[src/rtl/b10_half_adder_pkg.sv]
// Shared constants and helpers for the packed-BCD half adder / incrementer.
// Digit width and the decimal limits used by every digit cell.
package b10_half_adder_pkg;

  localparam int         BCD_W    = 4;
  localparam logic [3:0] BCD_MAX  = 4'd9;
  localparam logic [3:0] BCD_ZERO = 4'd0;

  // Digits 10..15 are not legal BCD; the cell flags them but still behaves deterministically.
  function automatic logic bcd_is_bad(input logic [BCD_W-1:0] d);
    return (d > BCD_MAX);
  endfunction

  // A digit at or above 9 rolls over when incremented.
  function automatic logic bcd_at_top(input logic [BCD_W-1:0] d);
    return (d >= BCD_MAX);
  endfunction

endpackage

[src/rtl/b10_digit_inc.sv]
// One BCD digit incrementer cell: passes x through, adds ci, or wraps to zero with carry.
// Illegal digits (10..15) are treated like 9 so they never produce out-of-range sums.
module b10_digit_inc
  import b10_half_adder_pkg::*;
(
  input  logic [BCD_W-1:0] x,
  input  logic             ci,
  output logic [BCD_W-1:0] s,
  output logic             co,
  output logic             bad
);

  logic at_top;

  assign at_top = bcd_at_top(x);
  assign co     = ci & at_top;
  assign bad    = bcd_is_bad(x);

  always_comb begin
    s = x;
    if (ci) begin
      s = at_top ? BCD_ZERO : (x + 4'd1);
    end
  end

endmodule

[src/rtl/b10_half_adder.sv]
// Packed-BCD half adder: adds a single carry-in to DIGITS rippled decimal digits.
// Outputs are combinational by default, or registered with an async active-low reset.
module b10_half_adder
  import b10_half_adder_pkg::*;
#(
  parameter int DIGITS     = 1,
  parameter bit REGISTERED = 1'b0
) (
  input  logic                      clock,
  input  logic                      reset_,
  input  logic [BCD_W*DIGITS-1:0]   x3_x0,
  input  logic                      cin,
  output logic [BCD_W*DIGITS-1:0]   s3_s0,
  output logic                      cout,
  output logic                      err
);

  logic [DIGITS:0]               carry;
  logic [DIGITS-1:0]             bad;
  logic [BCD_W*DIGITS-1:0]       sum_next;
  logic                          cout_next;
  logic                          err_next;

  assign carry[0] = cin;

  generate
    for (genvar gi = 0; gi < DIGITS; gi++) begin : g_digit
      b10_digit_inc u_digit (
        .x   (x3_x0[gi*BCD_W +: BCD_W]),
        .ci  (carry[gi]),
        .s   (sum_next[gi*BCD_W +: BCD_W]),
        .co  (carry[gi+1]),
        .bad (bad[gi])
      );
    end
  endgenerate

  assign cout_next = carry[DIGITS];
  assign err_next  = |bad;

  generate
    if (REGISTERED) begin : g_reg
      logic [BCD_W*DIGITS-1:0] sum_reg;
      logic                    cout_reg;
      logic                    err_reg;

      always_ff @(posedge clock or negedge reset_) begin
        if (!reset_) begin
          sum_reg  <= '0;
          cout_reg <= 1'b0;
          err_reg  <= 1'b0;
        end else begin
          sum_reg  <= sum_next;
          cout_reg <= cout_next;
          err_reg  <= err_next;
        end
      end

      assign s3_s0 = sum_reg;
      assign cout  = cout_reg;
      assign err   = err_reg;
    end else begin : g_comb
      // Counter chains need cout in the same cycle, so nothing here may be clocked.
      logic unused_clock_reset;
      assign unused_clock_reset = clock ^ reset_;

      assign s3_s0 = sum_next;
      assign cout  = cout_next;
      assign err   = err_next;
    end
  endgenerate

endmodule

[config.mk]
export PLATFORM = sky130hd
export DESIGN_NAME = b10_half_adder
export DESIGN_NICKNAME = d
export VERILOG_FILES = /design/src/rtl/b10_half_adder_pkg.sv /design/src/rtl/b10_digit_inc.sv /design/src/rtl/b10_half_adder.sv
export SDC_FILE = /design/constraint.sdc
export NUM_CORES = 1
export LEC_CHECK = 0
export BUFFER_PORTS_ARGS = -buffer_cell sky130_fd_sc_hd__buf_4
export CAP_MARGIN = 20
export CORE_AREA = 10 10 47 49
export DETAILED_ROUTE_END_ITERATION = 10
export DIE_AREA = 0 0 57 59
export SYNTH_ARGS = -nofsm -noshare
export SYNTH_HDL_FRONTEND = slang
export SYNTH_SLANG_ARGS = --single-unit
[constraint.sdc]
create_clock -name vclk -period 1
set_input_delay 0.2 -clock vclk [all_inputs]
set_output_delay 0.2 -clock vclk [all_outputs]
set_load 0.1 [all_outputs]
# == Yosys cells after proc, flatten, opt, wreduce, memory -nomap -nowiden ==
# Index checks and enable logic that the tools add are counted.
# word_totals
ff_bits,0
in_bits,7
output_inout_bits,6
elab_cells,6
# classes
n_addsub,1
magnitude_cmp,2
n_mux,2
bitwise,1
# op_table
cell,n
2-to-1 mux 4 bit,2
"adder 4 x 1 -> 4 bit, second input constant",1
"greater-or-equal comparator 4 bit, second input constant",1
"> comparator 4 bit, second input constant",1
bitwise AND 1 bit,1

# == Longest topological paths before layout ==
# Gate-level depths: netlist of the first run.
# logic_depth
word_depth,3
depth_mapped,5

# == Least setup slack after synthesis of the first run ==
# Ideal clock, no wire load.
# synth_path
kind,input port to output port
start,in x3_x0[1]
end,out s3_s0[2]
arrival_time_ps,2879
required_time_ps,800
slack_ps,-2079
path_stages,5
path_buffers,0
cell_sequence,inv_1 > ha_1 > nor2_2 > a21oi_2 > o31ai_1
# synth_between
elab_chain_len,3
elab_cells_between_ends,4
# synth_lines
element,line_no,text
start: declaration,b10_half_adder.sv:11,"input logic [BCD_W*DIGITS-1:0] x3_x0,"
adder 4 x 1 -> 4 bit / greater-or-equal comparator 4 bit (equally long branches),"b10_digit_inc.sv:22, b10_half_adder_pkg.sv:16",
2-to-1 mux 4 bit (*),b10_digit_inc.sv:22,s = at_top ? BCD_ZERO : (x + 4'd1);
2-to-1 mux 4 bit (*),b10_digit_inc.sv:21,if (ci) begin
end: declaration,b10_half_adder.sv:13,"output logic [BCD_W*DIGITS-1:0] s3_s0,"
# Every way passes the cells marked *; elsewhere a longest branch is shown, timed or not.

# == Final worst setup path of the first run ==
# layout_path
start,in x3_x0[1]
end,out cout
# layout_between
elab_chain_len,2
# layout_lines
element,line_no,text
greater-or-equal comparator 4 bit,b10_half_adder_pkg.sv:16,return (d >= BCD_MAX);
bitwise AND 1 bit,b10_digit_inc.sv:16,assign co = ci & at_top;
end: declaration,b10_half_adder.sv:14,"output logic cout,"
# No other way between the ends.

==> results, run 1 <==
- The first-pass GRT wire length is 890 µm.
- Including well taps, the total number of placed cells is 59.
- The antenna violation net count after detailed routing is 0.
- The class of the most critical setup path is in2out.
- In this design, the stage delay of the slowest critical-path cell is 250 ps.
- The top cell type's share of synthesized area is 0.240.
- The total negative slack for setup checks is -1900 ps.
- Summed over all layers, the routed wires come to 539 µm.
- The initialized floorplan defines 14 standard-cell rows.
- After detailed routing, the number of vias per cell comes to 4.03.
- Synthesis produced 26 cells.
- The y dimension of the die is 59 µm.
- The placeable core area is 0.00140 mm².
- The total setup violations reported at the end of the flow is 6.
- The sequential cell area is 0 µm².
- Across all setup checks in the final design, the least slack found is -355 ps.
- The number of distinct library cells after synthesis is 15.
- Along the worst path, the maximum fanout reaches 5.
- Subtracting the final worst setup slack from the clock period gives 1360 ps.
- Dividing the final minimum period by the clock period gives 1.36.
- The number of buffers and inverters on the critical path is 3.
- The final routed DRC violation total is 0.
- Leaving out filler cells and counting taps, the final layout contains 61.
- The sequential cell count of the final layout is 0.
- During synthesis, Yosys emitted a total of 0 warnings.
- Sorting the synthesized cells by area gives the leading types as sky130_fd_sc_hd__ha_1 24%, sky130_fd_sc_hd__nand2_1 12%, sky130_fd_sc_hd__inv_1 7.2%, sky130_fd_sc_hd__nor2_1 7.2%, sky130_fd_sc_hd__o21ai_0 6.4%.
- The endpoint type of the worst setup path is an output pin.
- The count of endpoints failing hold in the final timing report is 0.
- The per-cell routed wire length is 8.84 µm.
- For this run, the detailed router's first-pass iteration total came to 1.
- Setup repair after global routing could not meet its margin everywhere.
- The run finished, with violations left.
- The overflow left after global routing is 0.
- Summed over all instances, the cell type with the most area after synthesis is sky130_fd_sc_hd__ha_1.
- During placement, the flow inserted port buffers numbering 11.
- The HPWL reported at the end of detailed placement is 512 µm.
- Traced cell by cell, the critical path runs through buf_12 -> inv_12 -> ha_4 -> nor2_4 -> a21oi_4 -> and2_4 -> buf_12.
- The layout has 0 clock buffers.
- The actual slew at the worst max-slew pin is 279 ps.
- The share of the yosys chip area belonging to registers is 0.
- The total count of max-transition violations in the final report is 0.
- For this run, the total global-route usage over all layers was measured as 0.0289.
- The number of top-level pins is 13.
- Counting every net in the synthesized netlist gives 36.
- Dividing total power by cell area gives a power density of 725 mW/mm².
- The area of the multi-input gates is 255 µm².
- For this design the static power due to leakage is 0.222 nW.
- The final route contains 246 vias.
- The number of inserted diodes is 0.
- The cell with the most instances on the worst path is sky130_fd_sc_hd__buf_12.
- Headroom to the max-slew limit came out at 0.814.
- The relative area change from synthesis to final layout is 251%.
- The die covers 0.00336 mm².
- The worst-case vdd ir drop is 0.244 mV.
- For this run, the post-layout net count is 57.
- The layout has 133 filler cells.
- The die is 57 µm wide.
- The launching element type of the critical path is an input port.
- In this run, the number of DRC markers left after iteration 0 of detailed routing was 0.
- The worst path arrival time is 1160 ps.
- STA puts the critical path data required time at 800 ps.
- The checks that failed: setup timing.
- After synthesis, the mean cell area works out to 6.02 µm².
- The starting utilization of the core area is 0.112.
- At the end of routability-driven placement, the weighted congestion stood at 0.627.
- The number of antenna violations at the first check in global routing came to 0.
- Derived from the worst setup path, the maximum achievable clock frequency is approximately 740 MHz.
- The worst hold path belongs to the class in2out.
- The cell area after technology mapping is 156 µm².
- On the critical path, the stage with the largest delay is an instance of sky130_fd_sc_hd__a21oi_4.
- In the final layout, the share of cells above drive strength 1 is 0.822.
- Grouping stages by cell kind, the critical path spends the most delay in buffers and inverters.
- The number of global-route vias before repair came to 218.
- The max-capacitance violation count is 0.
- Entering global routing, the biggest net connects 10 pins.
## tightest hold or removal path, delay by kind of cell
family / cells / cell delay [ps]
AND/OR/NAND/NOR: 1 / 90
AO/OA/AOI/OAI: 1 / 80
buffers and inverters: 2 / 260
## layer usage
metal | up-vias | global-route usage | part of all wire
met5 | - | 0 | 0
met4 | 0 | 0 | 0
met3 | 0 | 0.0107 | 0.11
met2 | 6 | 0.0558 | 0.58
met1 | 114 | 0.0307 | 0.32
li1 | 126 | - | -
## metrics by stage
step	hold slack, ps	utilization	setup WS (ps)	power, mW	instance area [µm²]
finish	831	0.392	-355	0.398	549
CTS	836	0.371	-398	0.390	520
floorplan	629	-	-611	0.226	246
global route	865	0.392	-397	0.417	549
detailed placement	879	0.283	-571	0.313	397
global placement	880	0.283	-552	0.311	397
## cell families after synthesis
group | share of synthesized area
AO/OA/AOI/OAI | 0.264
adder cells (fa/ha/maj) | 0.240
buffers and inverters | 0.104
AND/OR/NAND/NOR | 0.392
## worst paths after layout
| kind | from | endpoint | depth (start not counted) |
|---|---|---|---|
| min | x3_x0[0] | s3_s0[0] | 4 |
| max | x3_x0[1] | cout | 7 |
## layout by cell type, fill, tap and decap left out
cell type,instances
sky130_fd_sc_hd__a21oi_4,1
sky130_fd_sc_hd__and2_4,1
sky130_fd_sc_hd__buf_12,6
sky130_fd_sc_hd__buf_4,10
sky130_fd_sc_hd__buf_6,2
sky130_fd_sc_hd__buf_8,2
sky130_fd_sc_hd__ha_4,3
sky130_fd_sc_hd__inv_1,1
sky130_fd_sc_hd__inv_12,1
sky130_fd_sc_hd__inv_4,1
sky130_fd_sc_hd__nand2_1,3
sky130_fd_sc_hd__nand2_2,2
sky130_fd_sc_hd__nand2b_1,1
sky130_fd_sc_hd__nand3_1,1
sky130_fd_sc_hd__nand3b_1,1
sky130_fd_sc_hd__nor2_1,1
sky130_fd_sc_hd__nor2_2,2
sky130_fd_sc_hd__nor2_4,1
sky130_fd_sc_hd__o21ai_2,1
sky130_fd_sc_hd__o21ai_4,1
sky130_fd_sc_hd__o221ai_4,1
sky130_fd_sc_hd__o22ai_2,1
sky130_fd_sc_hd__o31ai_4,1
## power breakdown
group / leakage, nW / switching [mW] / internal (mW)
logic: 0.222 / 0.235 / 0.163
registers: 0 / 0 / 0
clock network: 0 / 0 / 0
total: 0.222 / 0.235 / 0.163
## synth_stat cells
cell / count
sky130_fd_sc_hd__nand3_1: 1
sky130_fd_sc_hd__clkbuf_2: 1
sky130_fd_sc_hd__o22ai_1: 1
sky130_fd_sc_hd__nor2_2: 1
sky130_fd_sc_hd__o221ai_1: 1
sky130_fd_sc_hd__and2_1: 1
sky130_fd_sc_hd__ha_1: 3
sky130_fd_sc_hd__nand3b_1: 1
sky130_fd_sc_hd__nor2_1: 3
sky130_fd_sc_hd__nand2b_1: 1
sky130_fd_sc_hd__a21oi_2: 1
sky130_fd_sc_hd__o31ai_1: 1
sky130_fd_sc_hd__inv_1: 3
sky130_fd_sc_hd__nand2_1: 5
sky130_fd_sc_hd__o21ai_0: 2
## layout make-up
class	instances	share of cell area
tap	16	0.0364
multi-input combinational	22	0.465
inverter	3	0.0478
timing repair buffer	20	0.451
## repair_timing
action / in CTS / in global routing
pin swaps: 11 / 7
buffers inserted: 0 / 2
setup endpoints to repair: 6 / 6
gates resized for setup: 32 / 4
hold buffers: 0 / 0
(Power assumes the default switching activity.)
==> run 2, diff against run 1 <==
--- a/config.mk
+++ b/config.mk
@@ -10,6 +10,7 @@
 export CORE_AREA = 10 10 47 49
 export DETAILED_ROUTE_END_ITERATION = 10
 export DIE_AREA = 0 0 57 59
+export REMOVE_ABC_BUFFERS = 1
 export SYNTH_ARGS = -nofsm -noshare
 export SYNTH_HDL_FRONTEND = slang
 export SYNTH_SLANG_ARGS = --single-unit
==> run 2 against run 1 <==
The run still ends with setup timing left; critical path depth is the same; routed wire length increased by 50%; non-clock buffer count up 3; cell count is 4.9% higher; count of clock-buffer cells in the layout is the same; global-route usage is 1.8 points higher; fmax down 2.1%; sequential share of layout area is the same; design area fell by 6.4%.
==> results, run 2 (same netlist as run 1, synthesis figures left out) <==
- Outcome: complete, but fails checks (unchanged).
- Violated checks: setup timing (unchanged).
- The sequential cell area is 0 µm² (unchanged).
- The minimum clock period after layout was 1380 ps (was 1360 ps).
- The leakage power figure is 0.222 nW (about the same).
- The fraction of the cycle the final worst path needs is 1.38 (was 1.36).
- The clock buffer count was 0 (unchanged).
- The total setup violations reported at the end of the flow is 6 (unchanged).
- The placed cell area is 307 µm² (was 397 µm²).
- The maximum fanout encountered on the critical timing path is 5 (unchanged).
- The antenna violation net count after detailed routing is 0 (unchanged).
- The detailed-router iteration count before antenna repair is 4 (was 1).
- The net switching power came to 0.235 mW (about the same).
- The headroom to the max-slew limit came to 0.855 (was 0.814).
- The y dimension of the die came to 59 µm (unchanged).
- The actual slew at the worst max-slew pin is 216 ps (was 279 ps).
- The internal power summed over all cells is 0.154 mW (was 0.163 mW).
- RSZ-0062 raised after global routing: true (unchanged).
- The class of the tightest hold or removal check was in2out (unchanged).
- The power per unit of standard cell area is 757 mW/mm² (was 725 mW/mm²).
- The class of the most critical setup path is in2out (unchanged).
- The last weighted congestion value of the routability-driven placer is 0.785 (was 0.627).
- The cell count after placement was 59 (unchanged).
- The total number of nets in the final design was 60 (was 57).
- The minimum setup slack in the final design is -385 ps (was -355 ps).
- The number of fill cells in the layout was 149 (was 133).
- The number of top-level pins is 13 (unchanged).
- The first-pass GRT wire length is 1310 µm (was 890 µm).
- The most common cell after layout, fill and taps aside is sky130_fd_sc_hd__buf_4 (unchanged).
- The final instance area is 514 µm² (was 549 µm²).
- The overall via count from detail_route is 268 (was 246).
- The total count of max-transition violations in the final report is 0 (unchanged).
- The initial DRC count is 7 (was 0).
- The post-cts hold buffer count is 0 (unchanged).
- The hold path depth is 3 (was 4).
- The placeable core area is 0.00140 mm² (unchanged).
- The overflow left after global routing is 0 (unchanged).
- The final routed DRC violation total is 0 (unchanged).
- The starting utilization of the core area is 0.112 (unchanged).
- The via count normalized by instance count is 4.19 (was 4.03).
- The sequential cell count of the final layout is 0 (unchanged).
- The total wire length is 810 µm (was 539 µm).
- Most frequent cells in the layout: 14 x sky130_fd_sc_hd__buf_4, 5 x sky130_fd_sc_hd__nand2_1, 4 x sky130_fd_sc_hd__buf_12 (was 10 x sky130_fd_sc_hd__buf_4, 6 x sky130_fd_sc_hd__buf_12, 3 x sky130_fd_sc_hd__nand2_1, 3 x sky130_fd_sc_hd__ha_4).
- The quantity of I/O buffers inserted on ports came to 11 (unchanged).
- The total negative slack for setup checks is -2130 ps (was -1900 ps).
- The horizontal die dimension is 57 µm (unchanged).
- The number of global-route vias before repair is 270 (was 218).
- The worst-case vdd ir drop is 0.211 mV (was 0.244 mV).
- The launching element type of the critical path is an input port (unchanged).
- The switching share of power was 0.604 (was 0.591).
- The max-capacitance violation count is 0 (unchanged).
- The clock share of power is 0 (about the same).
- The count of endpoints failing hold in the final timing report is 0 (unchanged).
- The endpoint type of the worst setup path is an output pin (unchanged).
- The number of standard cells in the layout, taps in and fillers out is 64 (was 61).
- The number of standard-cell rows in the floorplan is 14 (unchanged).
- The layout cell share with drive strength beyond 1 came to 0.708 (was 0.822).
- The sequential share of power is 0 (about the same).
- The worst path arrival time came to 1180 ps (was 1160 ps).
- The relative area change from synthesis to final layout is 229% (was 251%).
- The HPWL reported at the end of detailed placement is 468 µm (was 512 µm).
- The required time reported for the critical path endpoint is 800 ps (about the same).
- The share of total power in combinational logic is 1.000 (about the same).
- The number of inserted diodes is 0 (unchanged).
- The fmax is 722 MHz (was 738 MHz).
- The combined global-route utilization of all metal layers was 0.0467 (was 0.0289).
- The total die area is 0.00336 mm² (unchanged).
- The pin count of the biggest net entering global routing was 10 (unchanged).
- The number of antenna violations at the first check in global routing is 0 (unchanged).
- The per-cell routed wire length came to 12.7 µm (was 8.84 µm).
[run 2: cell types whose count changed in the layout (fill, tap and decap cells not counted), moves of 2 or more]
cell / before / now
sky130_fd_sc_hd__buf_4: 10 / 14
sky130_fd_sc_hd__buf_12: 6 / 4
sky130_fd_sc_hd__nand2_1: 3 / 5
sky130_fd_sc_hd__nand2_2: 2 / 0
sky130_fd_sc_hd__nor2_1: 1 / 3
sky130_fd_sc_hd__nor2_2: 2 / 0
[run 2: timing repair]
item                       in CTS  in global routing
pin swaps                       9                  4
setup endpoints to repair       6                  6
gates resized for setup        30                  9
setup buffers                   3                  2
hold endpoints to repair        0                  0
[run 2: routing by layer]
metal	GRT usage	vias to the layer above	share of wire
met5	0	-	0
met1	0.0391	124	0.32
met2	0.102	11	0.57
met3	0.0193	0	0.11
li1	-	133	-
met4	0	0	0
[run 2: area by class of cell]
| class | instances | area, µm² | share of cell area |
|---|---|---|---|
| tap | 16 | 20.0 | 0.0389 |
| timing repair buffer | 23 | 248 | 0.482 |
| multi-input combinational | 22 | 228 | 0.443 |
| inverter | 3 | 18.8 | 0.0365 |
[run 2: per-stage QoR]
| step | power [mW] | worst slack, ps | util | hold WS [ps] |
|---|---|---|---|---|
| finish | 0.389 | -385 | 0.367 | 825 |
| global route | 0.408 | -430 | 0.367 | 846 |
| CTS | 0.352 | -414 | 0.323 | 807 |
| detailed placement | 0.265 | -538 | 0.219 | 847 |
| global placement | 0.263 | -514 | 0.219 | 856 |
| floorplan | 0.181 | -2080 | - | 837 |
[run 2: power by group through the flow]
stage / Combinational [mW] / Clock, mW / Sequential (mW)
2_1_floorplan: 0.181 / 0 / 0
3_3_place_gp: 0.263 / 0 / 0
3_5_place_dp: 0.265 / 0 / 0
4_1_cts: 0.352 / 0 / 0
5_1_grt: 0.408 / 0 / 0
6_report: 0.389 / 0 / 0
[run 2: worst max-delay path, stage by stage]
cell,delay [ps]
sky130_fd_sc_hd__buf_8,90
sky130_fd_sc_hd__inv_8,40
sky130_fd_sc_hd__ha_4,150
sky130_fd_sc_hd__nor2_4,120
sky130_fd_sc_hd__a21oi_4,90
sky130_fd_sc_hd__o31ai_2,210
sky130_fd_sc_hd__clkbuf_8,290
[run 2: final timing paths]
check             startpoint        to  slack [ps]
setup / recovery    x3_x0[1]  s3_s0[2]        -380
hold / removal           cin  s3_s0[1]         830
